===== src/rtl/stopwatch_ctrl_pkg.sv =====
// Shared types and state helpers for the stopwatch run/stop/lap controller.
// Latency: none, declarations only; backpressure: none.
package stopwatch_ctrl_pkg;

  localparam int DIGITS_W = 20;

  typedef logic [DIGITS_W-1:0] digits_t;

  typedef enum logic [2:0] {
    ST_LOCKWAIT = 3'd0,
    ST_CLEAR    = 3'd1,
    ST_IDLE     = 3'd2,
    ST_RUN      = 3'd3,
    ST_LAP_RUN  = 3'd4,
    ST_LAP_STOP = 3'd5,
    ST_STOP     = 3'd6
  } sw_state_e;

  function automatic logic is_running(sw_state_e s);
    return (s == ST_RUN) || (s == ST_LAP_RUN);
  endfunction

  function automatic logic is_lap(sw_state_e s);
    return (s == ST_LAP_RUN) || (s == ST_LAP_STOP);
  endfunction

  function automatic logic is_clearing(sw_state_e s);
    return (s == ST_LOCKWAIT) || (s == ST_CLEAR);
  endfunction

endpackage


===== src/rtl/stopwatch_ctrl_if.sv =====
// Controller-facing signal bundle: buttons, lock, counter digits in; enables, clear, display out.
// Latency: none, wiring only; backpressure: none.
interface stopwatch_ctrl_if;
  import stopwatch_ctrl_pkg::*;

  logic    dcm_lock;
  logic    strtstop;
  logic    lap;
  digits_t cnt_in;
  logic    cnt_ce;
  logic    cnt_clr;
  digits_t disp_out;
  logic    run_led;
  logic    lap_active;

  modport master (
    output dcm_lock, strtstop, lap, cnt_in,
    input  cnt_ce, cnt_clr, disp_out, run_led, lap_active
  );

  modport slave (
    input  dcm_lock, strtstop, lap, cnt_in,
    output cnt_ce, cnt_clr, disp_out, run_led, lap_active
  );

endinterface


===== src/rtl/stopwatch_ctrl_btn_edge.sv =====
// Rising-edge press detector for a debounced level button; history resets high so a held button is no press.
// Latency: press is combinational in the cycle the level rises; backpressure: none.
module stopwatch_ctrl_btn_edge (
  input  logic clk,
  input  logic rst_n,
  input  logic btn,
  output logic press
);

  logic prev;

  always_ff @(posedge clk or negedge rst_n) begin
    if (!rst_n) prev <= 1'b1;
    else        prev <= btn;
  end

  assign press = btn & ~prev;

endmodule


===== src/rtl/stopwatch_ctrl.sv =====
// Run/stop/lap sequencer: 10 ms count enable, counter-chain clear sequencing, lap snapshot display mux.
// Latency: state and outputs registered one cycle after a press; backpressure: none.
module stopwatch_ctrl
  import stopwatch_ctrl_pkg::*;
#(
  parameter int TICK_DIV   = 262144,
  parameter int CLR_CYCLES = 2
) (
  input  logic             clk,
  input  logic             rst_n,
  stopwatch_ctrl_if.slave  sw
);

  localparam int PRE_W = (TICK_DIV > 1) ? $clog2(TICK_DIV) : 1;
  localparam int CLR_W = (CLR_CYCLES > 1) ? $clog2(CLR_CYCLES) : 1;
  localparam logic [PRE_W-1:0] PRE_MAX  = PRE_W'(TICK_DIV - 1);
  localparam logic [CLR_W-1:0] CLR_LAST = CLR_W'(CLR_CYCLES - 1);

  sw_state_e        state, state_nxt;
  logic [PRE_W-1:0] presc;
  logic [CLR_W-1:0] clr_cnt;
  digits_t          lap_reg;
  logic             cnt_ce_r, cnt_clr_r, run_led_r, lap_active_r;
  logic             ss_raw, lap_raw, ss_press, lap_press;

  stopwatch_ctrl_btn_edge u_ss_edge (
    .clk   (clk),
    .rst_n (rst_n),
    .btn   (sw.strtstop),
    .press (ss_raw)
  );

  stopwatch_ctrl_btn_edge u_lap_edge (
    .clk   (clk),
    .rst_n (rst_n),
    .btn   (sw.lap),
    .press (lap_raw)
  );

  // Start/stop wins a same-cycle tie; the lap press is dropped.
  assign ss_press  = ss_raw;
  assign lap_press = lap_raw & ~ss_raw;

  always_comb begin
    state_nxt = state;
    if (!sw.dcm_lock) begin
      state_nxt = ST_LOCKWAIT;
    end else begin
      case (state)
        ST_LOCKWAIT: state_nxt = ST_CLEAR;
        ST_CLEAR:    if (clr_cnt == CLR_LAST) state_nxt = ST_IDLE;
        ST_IDLE:     if (ss_press) state_nxt = ST_RUN;
        ST_RUN: begin
          if (ss_press)       state_nxt = ST_STOP;
          else if (lap_press) state_nxt = ST_LAP_RUN;
        end
        ST_LAP_RUN: begin
          if (ss_press)       state_nxt = ST_LAP_STOP;
          else if (lap_press) state_nxt = ST_RUN;
        end
        ST_LAP_STOP: begin
          if (ss_press)       state_nxt = ST_LAP_RUN;
          else if (lap_press) state_nxt = ST_STOP;
        end
        ST_STOP: begin
          if (ss_press)       state_nxt = ST_RUN;
          else if (lap_press) state_nxt = ST_CLEAR;
        end
        default: state_nxt = ST_LOCKWAIT;
      endcase
    end
  end

  always_ff @(posedge clk or negedge rst_n) begin
    if (!rst_n) begin
      state        <= ST_LOCKWAIT;
      clr_cnt      <= '0;
      presc        <= '0;
      lap_reg      <= '0;
      cnt_ce_r     <= 1'b0;
      cnt_clr_r    <= 1'b1;
      run_led_r    <= 1'b0;
      lap_active_r <= 1'b0;
    end else begin
      state        <= state_nxt;
      clr_cnt      <= (state == ST_CLEAR && state_nxt == ST_CLEAR) ? clr_cnt + 1'b1 : '0;
      cnt_clr_r    <= is_clearing(state_nxt);
      run_led_r    <= is_running(state_nxt);
      lap_active_r <= is_lap(state_nxt);

      // A tick due on the edge that leaves a running state is held pending
      // at PRE_MAX and fires on the first running edge after resume.
      cnt_ce_r <= 1'b0;
      if (is_clearing(state)) begin
        presc <= '0;
      end else if (is_running(state)) begin
        if (presc != PRE_MAX) begin
          presc <= presc + 1'b1;
        end else if (is_running(state_nxt)) begin
          presc    <= '0;
          cnt_ce_r <= 1'b1;
        end
      end

      if (state == ST_RUN && state_nxt == ST_LAP_RUN) lap_reg <= sw.cnt_in;
    end
  end

  assign sw.cnt_ce     = cnt_ce_r;
  assign sw.cnt_clr    = cnt_clr_r;
  assign sw.run_led    = run_led_r;
  assign sw.lap_active = lap_active_r;
  assign sw.disp_out   = lap_active_r ? lap_reg : sw.cnt_in;

endmodule

===== src/flat_wrapper.sv =====
// flat-port wrapper written by rule: the top's interface ports become plain ports
module stopwatch_ctrl_flat import stopwatch_ctrl_pkg::*;
#(
  parameter int TICK_DIV   = 262144,
  parameter int CLR_CYCLES = 2
)
  (clk, rst_n, sw_dcm_lock, sw_strtstop, sw_lap, sw_cnt_in, sw_cnt_ce, sw_cnt_clr, sw_disp_out, sw_run_led, sw_lap_active);
  stopwatch_ctrl_if sw_i ();
  input  logic clk;
  input  logic rst_n;
  input wire logic [$bits(sw_i.dcm_lock)-1:0] sw_dcm_lock;
  input wire logic [$bits(sw_i.strtstop)-1:0] sw_strtstop;
  input wire logic [$bits(sw_i.lap)-1:0] sw_lap;
  input wire logic [$bits(sw_i.cnt_in)-1:0] sw_cnt_in;
  output wire logic [$bits(sw_i.cnt_ce)-1:0] sw_cnt_ce;
  output wire logic [$bits(sw_i.cnt_clr)-1:0] sw_cnt_clr;
  output wire logic [$bits(sw_i.disp_out)-1:0] sw_disp_out;
  output wire logic [$bits(sw_i.run_led)-1:0] sw_run_led;
  output wire logic [$bits(sw_i.lap_active)-1:0] sw_lap_active;
  assign sw_i.dcm_lock = sw_dcm_lock;
  assign sw_i.strtstop = sw_strtstop;
  assign sw_i.lap = sw_lap;
  assign sw_i.cnt_in = sw_cnt_in;
  assign sw_cnt_ce = sw_i.cnt_ce;
  assign sw_cnt_clr = sw_i.cnt_clr;
  assign sw_disp_out = sw_i.disp_out;
  assign sw_run_led = sw_i.run_led;
  assign sw_lap_active = sw_i.lap_active;
  stopwatch_ctrl #(.TICK_DIV(TICK_DIV), .CLR_CYCLES(CLR_CYCLES)) u_core (.clk(clk), .rst_n(rst_n), .sw(sw_i));
endmodule

===== config.mk =====
export PLATFORM = sky130hd
export DESIGN_NAME = stopwatch_ctrl_flat
export DESIGN_NICKNAME = d
export VERILOG_FILES = /design/src/rtl/stopwatch_ctrl_pkg.sv /design/src/rtl/stopwatch_ctrl_if.sv /design/src/rtl/stopwatch_ctrl_btn_edge.sv /design/src/rtl/stopwatch_ctrl.sv /design/src/flat_wrapper.sv
export SDC_FILE = /design/constraint.sdc
export NUM_CORES = 1
export LEC_CHECK = 0
export CAP_MARGIN = 20
export CORE_AREA = 2 2 86 96
export CTS_BUF_LIST = sky130_fd_sc_hd__clkbuf_4
export DETAILED_ROUTE_END_ITERATION = 8
export DIE_AREA = 0 0 88 98
export PLACE_DENSITY_LB_ADDON = 0.08
export REMOVE_ABC_BUFFERS = 1
export SLEW_MARGIN = 10
export SYNTH_ARGS = -nofsm -noshare
export SYNTH_HDL_FRONTEND = slang
export SYNTH_SLANG_ARGS = --single-unit

===== constraint.sdc =====
create_clock -name clk -period 2.8 [get_ports clk]
set_input_delay 0.42 -clock clk [delete_from_list [all_inputs] [get_ports clk]]
set_output_delay 0.42 -clock clk [all_outputs]
set_load 0.02 [all_outputs]

# Word level (Yosys, flattened, before mapping)
# Index checks and enable logic that the tools add are counted.
totals:
  ff_bits: 48
  in_bits: 25
op_classes:
  n_addsub: 2
  eq_ne: 11
  muxes: 22
  bitwise_logic: 6
  n_reduce_logical: 12
ops:
  columns: ["op", "n"]
  rows:
  - ["2-to-1 mux 18 bit", 4]
  - ["2-to-1 mux 3 bit", 11]
  - ["case mux 3 bit (7 select lines)", 1]
  - ["2-to-1 mux 20 bit", 1]
  - ["adder 18 x 1 -> 18 bit, second input constant", 1]
  - ["!= test 18 bit, second input constant", 1]
  - ["== test 3 bit, second input constant", 5]
  - ["== test 3 x 2 -> 1 bit, second input constant", 3]
  - ["== test 3 x 1 -> 1 bit, second input constant", 2]
  - ["zero test 3 bit", 2]
  - ["logical OR 1 bit", 5]
  - ["2-to-1 mux 1 bit", 5]
  - ["AND 1 bit", 3]
  - ["inverter 1 bit", 3]
  - ["nonzero test 3 bit", 1]
  - ["logical AND 1 bit", 2]
  - ["AND reduction 2 bit", 1]
  - ["nonzero test 2 bit", 1]
  - ["adder 1 bit, second input constant", 1]

# Longest topological paths before layout
depth:
  depth_word: 14
  mapped_depth: 9
  mapped_depth_nobuf: 7

# Cells and area by module
# Synthesis repeated with hierarchy kept, for this count alone.
hier_totals:
  hier_cells: 241
  hier_area_um2: 2613.8
modules_own_cells:
  columns: ["module", "instances", "cells_each", "area_per_inst_um2", "seq_area_each_um2"]
  rows:
  - ["stopwatch_ctrl", 1, 237, 2533.7, 1152.4]
  - ["stopwatch_ctrl_btn_edge", 2, 2, 40.0, 26.3]

# Worst setup path after synthesis
# No wires, ideal clock.
synth_path:
  kind: "reg2reg"
  from: "reg u_core.u_lap_edge.prev"
  to: "reg u_core.presc[0]"
  t_arrival_ps: 2144
  setup_slack_ps: 531
  stages_incl_launch_ff: 8
  n_path_buf: 1
  synth_period_minus_slack_ps: 2269
  path_cell_list: "dfstp_2 -> and2b_1 -> a311o_1 -> o31a_1 -> or3b_1 -> a21o_1 -> buf_6 -> mux2_2"
synth_between:
  elab_chain_cells: 11
synth_lines:
  columns: ["item", "line_no", "rtl"]
  rows:
  - ["start, declared", "stopwatch_ctrl_btn_edge.sv:10", "logic prev;"]
  - ["start signal, assigned", "stopwatch_ctrl_btn_edge.sv:14", "else prev <= btn;"]
  - ["inverter 1 bit *", "stopwatch_ctrl_btn_edge.sv:17", "assign press = btn & ~prev;"]
  - ["AND 1 bit *", "stopwatch_ctrl_btn_edge.sv:17", null]
  - ["AND 1 bit *", "stopwatch_ctrl.sv:42", "assign lap_press = lap_raw & ~ss_raw;"]
  - ["2-to-1 mux 3 bit, on equally long branches (2 in a row)", null, null]
  - ["case mux 3 bit (7 select lines) *", "stopwatch_ctrl.sv:49", "case (state)"]
  - ["2-to-1 mux 3 bit *", "stopwatch_ctrl.sv:46", "if (!sw.dcm_lock) begin"]
  - ["== test 3 x 2 -> 1 bit or == test 3 bit (tied branches)", "stopwatch_ctrl_pkg.sv:20", "return (s == ST_RUN) || (s == ST_LAP_RUN);"]
  - ["logical OR 1 bit *", "stopwatch_ctrl_pkg.sv:20", null]
  - ["nonzero test 3 bit (no source line) *", null, null]
  - ["AND reduction 2 bit (no source line) *", null, null]
  - ["end signal, assigned", "stopwatch_ctrl.sv:98", "presc <= presc + 1'b1;"]
  - ["end, declared", "stopwatch_ctrl.sv:20", "logic [PRE_W-1:0] presc;"]
# Mark *: on every way between the ends. The rest lies on a longest branch, timed or not.
# A chain may end at the register's enable or synchronous reset.

# Worst setup path in the final report
layout_path:
  from: "reg u_core.u_lap_edge.prev"
  to: "reg u_core.presc[9]"
# The elaborated chain is that of the path after synthesis.

==> results by group <==
Drt
  • Vias after detailed routing: a little under 2000
  • DR pass1 iterations: 4
  • Residual DRC: 0
  • Via density: 4.96
  • Detail Route Antenna Nets: 0
  • DRT iter0 DRCs: 80
  • Final wirelength: 5490 um
  • Routed WL per cell: 13.9 um

Global routing
  • GR Overflow Total: 0
  • Largest net degree at the start of global routing: 26
  • M3 GR Usage: roughly 2.6%
  • GR peak layer: met2
  • Initial antenna violation count: 0
  • Overall Global Routing Usage: 13.4%
  • Vias in the first global route: 1929
  • GRT met1 Usage: 17.9%
  • Met2 GRT Util: 21.8%
  • First-pass GRT wire length: 9270 um

Worst setup path
  • CP endpoint kind: flop
  • Arrival time worst endpoint: 2.63 ns
  • CP Launch Type: flop
  • CP top delay family: compound AO/OA/AOI/OAI gates
  • CP Class: flop to flop
  • Worst path max stage delay: 0.56 ns
  • Critical Path RT: about 3.1 ns
  • Worst path cell trace: and2b_1 > a311o_1 > o31a_1 > or3b_1 > a21o_1 > buf_12 > a21o_1
  • CP max FO: 10
  • Worst path slowest cell: dfstp_2
  • Crit path buffers/inverters: 1
  • Most used cell, CP: a21o_1

STA
  • Final Setup Violations: 0
  • Setup TNS: 0 ns
  • Final Cycle Share: between 80% and 90%
  • Skew final: 0.0162 ns
  • RSZ-0062 raised after global routing: false
  • Slew @ Worst Pin: 0.617 ns
  • Slew Viols, Final: 0
  • Slew HR: 58.8%
  • WHS: 0.0431 ns
  • Final worst path period need: roughly 2.4 ns
  • Fmax: 424 MHz
  • Final hold vios: 0

Floorplan
  • Initial Util: 34.1%
  • Die Y: just under 100 um
  • Ports: 49
  • Die Area: around 8600 um2
  • CORE AREA: 7700 um2
  • Row cnt: 34
  • Die W: between 80 and 90 um

Synthesis
  • Seq/Total Area, Yosys: roughly 46%
  • Async set-reset flop share out of synthesis: 100%
  • Synth Flop Type: dfrtp_1
  • Netlist Area Pre-Place: 2620 um2
  • Instance count of the mapped netlist: 231
  • #FFs+latches synth: 48
  • Synth warn: 0
  • Mean Syn Cell Area: 11.4 um2
  • Unique cell type count in the Yosys netlist: between 40 and 50
  • Post-synth EDFFs: 0

Placed design
  • Area after DPL: 3280 um2
  • Port bufs: 48
  • GPL Wtd Cong: 0.770
  • Post-DP HPWL: 4000 um

Clock network
  • Post-CTS Hold Fix Bufs: 0
  • CTS tree: done
  • Post-cts resize count: 0
  • Clock Sinks: 48
  • Maximum root-to-sink buffer count: 2
  • Postcts setup bufs: 0
  • H-tree Lvls: 2
  • Clock root buffer: clkbuf_4
  • Clock-pin slew on the worst setup and hold paths: 0.15 ns
  • Worst-Skew Late Latency: 0.37 ns
  • TritonCTS Buffers: 5

Worst hold path
  • Hold WC Path Type: input port to async pin

Layout
  • Nets: about 310
  • Largest register FFs: 20
  • Final instance area: 3340 um2
  • Share of layout cells above drive strength 1: between 20% and 30%
  • Final design utilization: 43.3%
  • Antenna Cells: 0
  • Layout fillers: 763
  • Layout area overhead: 27.2%

Power and ir drop
  • Peak supply drop: 0.139 mV
  • Final Total Pwr: 0.00126 W
  • Leakage power: 1.37 nW
  • Power Dens Cells: 377 nW/um2

Status
  • Outcome: completed

Flow run
  • # Max-Cap Violations: 0
[where the power goes]
part	internal, W	switching [W]	total (W)
registers	0.000707	0.0000124	0.000720
logic	0.000108	0.000103	0.000211
clock network	0.0000950	0.000233	0.000328
[per-stage QoR]
stage | worst slack, ns | std cells
floorplan | 0.403 | 220
global placement | 0.131 | 388
detailed placement | 0.113 | 388
CTS | 0.419 | 396
global route | 0.275 | 396
finish | 0.440 | 396
[cell usage in the layout, fill, tap and decap left out, types with 2 or more instances in the layout]
| cell | count |
|---|---|
| a21o_1 | 4 |
| a21oi_1 | 9 |
| a31oi_1 | 4 |
| buf_12 | 2 |
| buf_4 | 10 |
| clkbuf_4 | 5 |
| clkdlybuf4s50_1 | 47 |
| clkinvlp_4 | 2 |
| dfrtp_1 | 45 |
| dfstp_2 | 3 |
| inv_1 | 5 |
| mux2_2 | 41 |
| mux2i_1 | 7 |
| nand2_1 | 17 |
| nand2b_1 | 2 |
| nand3_1 | 7 |
| nand3_2 | 2 |
| nand4_1 | 3 |
| nor2_1 | 16 |
| nor2b_1 | 4 |
| nor3_1 | 9 |
| nor4_1 | 2 |
| o2111ai_1 | 2 |
| o21ai_0 | 2 |
| o2bb2ai_1 | 5 |
| o2bb2ai_2 | 8 |
| or3_1 | 2 |
| or4_1 | 2 |
[path summary, 6_finish.rpt]
| kind | startpoint | end | slack, ns | depth (start not counted) |
|---|---|---|---|---|
| worst max-delay path | u_core.u_lap_edge.prev$_DFF_PN1_ | u_core.presc[9]$_DFFE_PN0P_ | 0.44 | 7 |
| worst min-delay path | rst_n | u_core.presc[1]$_DFFE_PN0P_ | 0.04 | 1 |
| worst max register to register | u_core.u_lap_edge.prev$_DFF_PN1_ | u_core.presc[9]$_DFFE_PN0P_ | 0.44 | 7 |
| worst min register to register | u_core.lap_reg[8]$_DFFE_PN0P_ | u_core.lap_reg[8]$_DFFE_PN0P_ | 0.52 | 1 |
| max in group asynchronous | rst_n | u_core.u_lap_edge.prev$_DFF_PN1_ | 2.15 | 2 |
| min in group clk | sw_strtstop | u_core.u_ss_edge.prev$_DFF_PN1_ | 0.47 | 1 |
[synth_stat cells, types with 2 or more instances]
master / n / share of area (%)
or3_1: 2 / 0.48
nand2_1: 17 / 2.4
a21o_1: 4 / 1.1
a21oi_1: 9 / 1.7
nand2b_1: 2 / 0.48
dfstp_2: 3 / 3.0
nand3_2: 2 / 0.76
mux2i_1: 7 / 2.7
inv_1: 5 / 0.72
o2111ai_1: 2 / 0.67
or4_1: 2 / 0.57
dfrtp_1: 45 / 43
nand3_1: 7 / 1.3
mux2_2: 41 / 18
clkbuf_1: 6 / 0.86
nand4_1: 3 / 0.72
nor2_1: 16 / 2.3
o2bb2ai_1: 5 / 1.7
nor4_1: 2 / 0.48
buf_2: 3 / 0.57
a31oi_1: 4 / 0.95
o2bb2ai_2: 8 / 4.6
nor3_1: 9 / 1.7
nor2b_1: 4 / 0.95
o21ai_0: 2 / 0.38
[worst reg2reg max path: cells and delay by family (launching register included)]
kind | cells | cell delay [ns]
AOI/OAI and AO/OA | 4 | 0.90
buffers and inverters | 1 | 0.16
DFF | 1 | 0.56
and+or+nand+nor | 2 | 0.63
[cell families (layout without fill, tap and decap cells)]
group,Yosys count,after routing,share of synthesized area [%]
xor gates and xnor gates,1,1,0.334
and+or+nand+nor,72,72,14.3
AOI/OAI and AO/OA,45,45,15.4
buffers and inverters,16,73,3.34
DFF,48,48,45.9
adders and majority gates,1,1,0.477
muxes,48,48,20.3
[metal layers]
| metal | wire (um) | part of all wire (%) | vias up |
|---|---|---|---|
| met5 | 0 | 0 | - |
| met2 | 2520 | 46 | 42 |
| met4 | 70 | 1.3 | 0 |
| met1 | 2660 | 48 | 946 |
| met3 | 242 | 4.4 | 6 |
| li1 | - | - | 972 |
[layout make-up]
class / count / area, um2 / area share, %
well taps: 108 / 135 / 4.05
flip-flops and latches: 48 / 1200 / 36.1
multi-input cells: 167 / 1330 / 39.9
clock inverters: 3 / 18.8 / 0.563
inverters: 5 / 18.8 / 0.563
clock buffers: 5 / 37.5 / 1.13
repair buffers: 60 / 591 / 17.7
No activity file was read; power rests on OpenSTA's default activity.
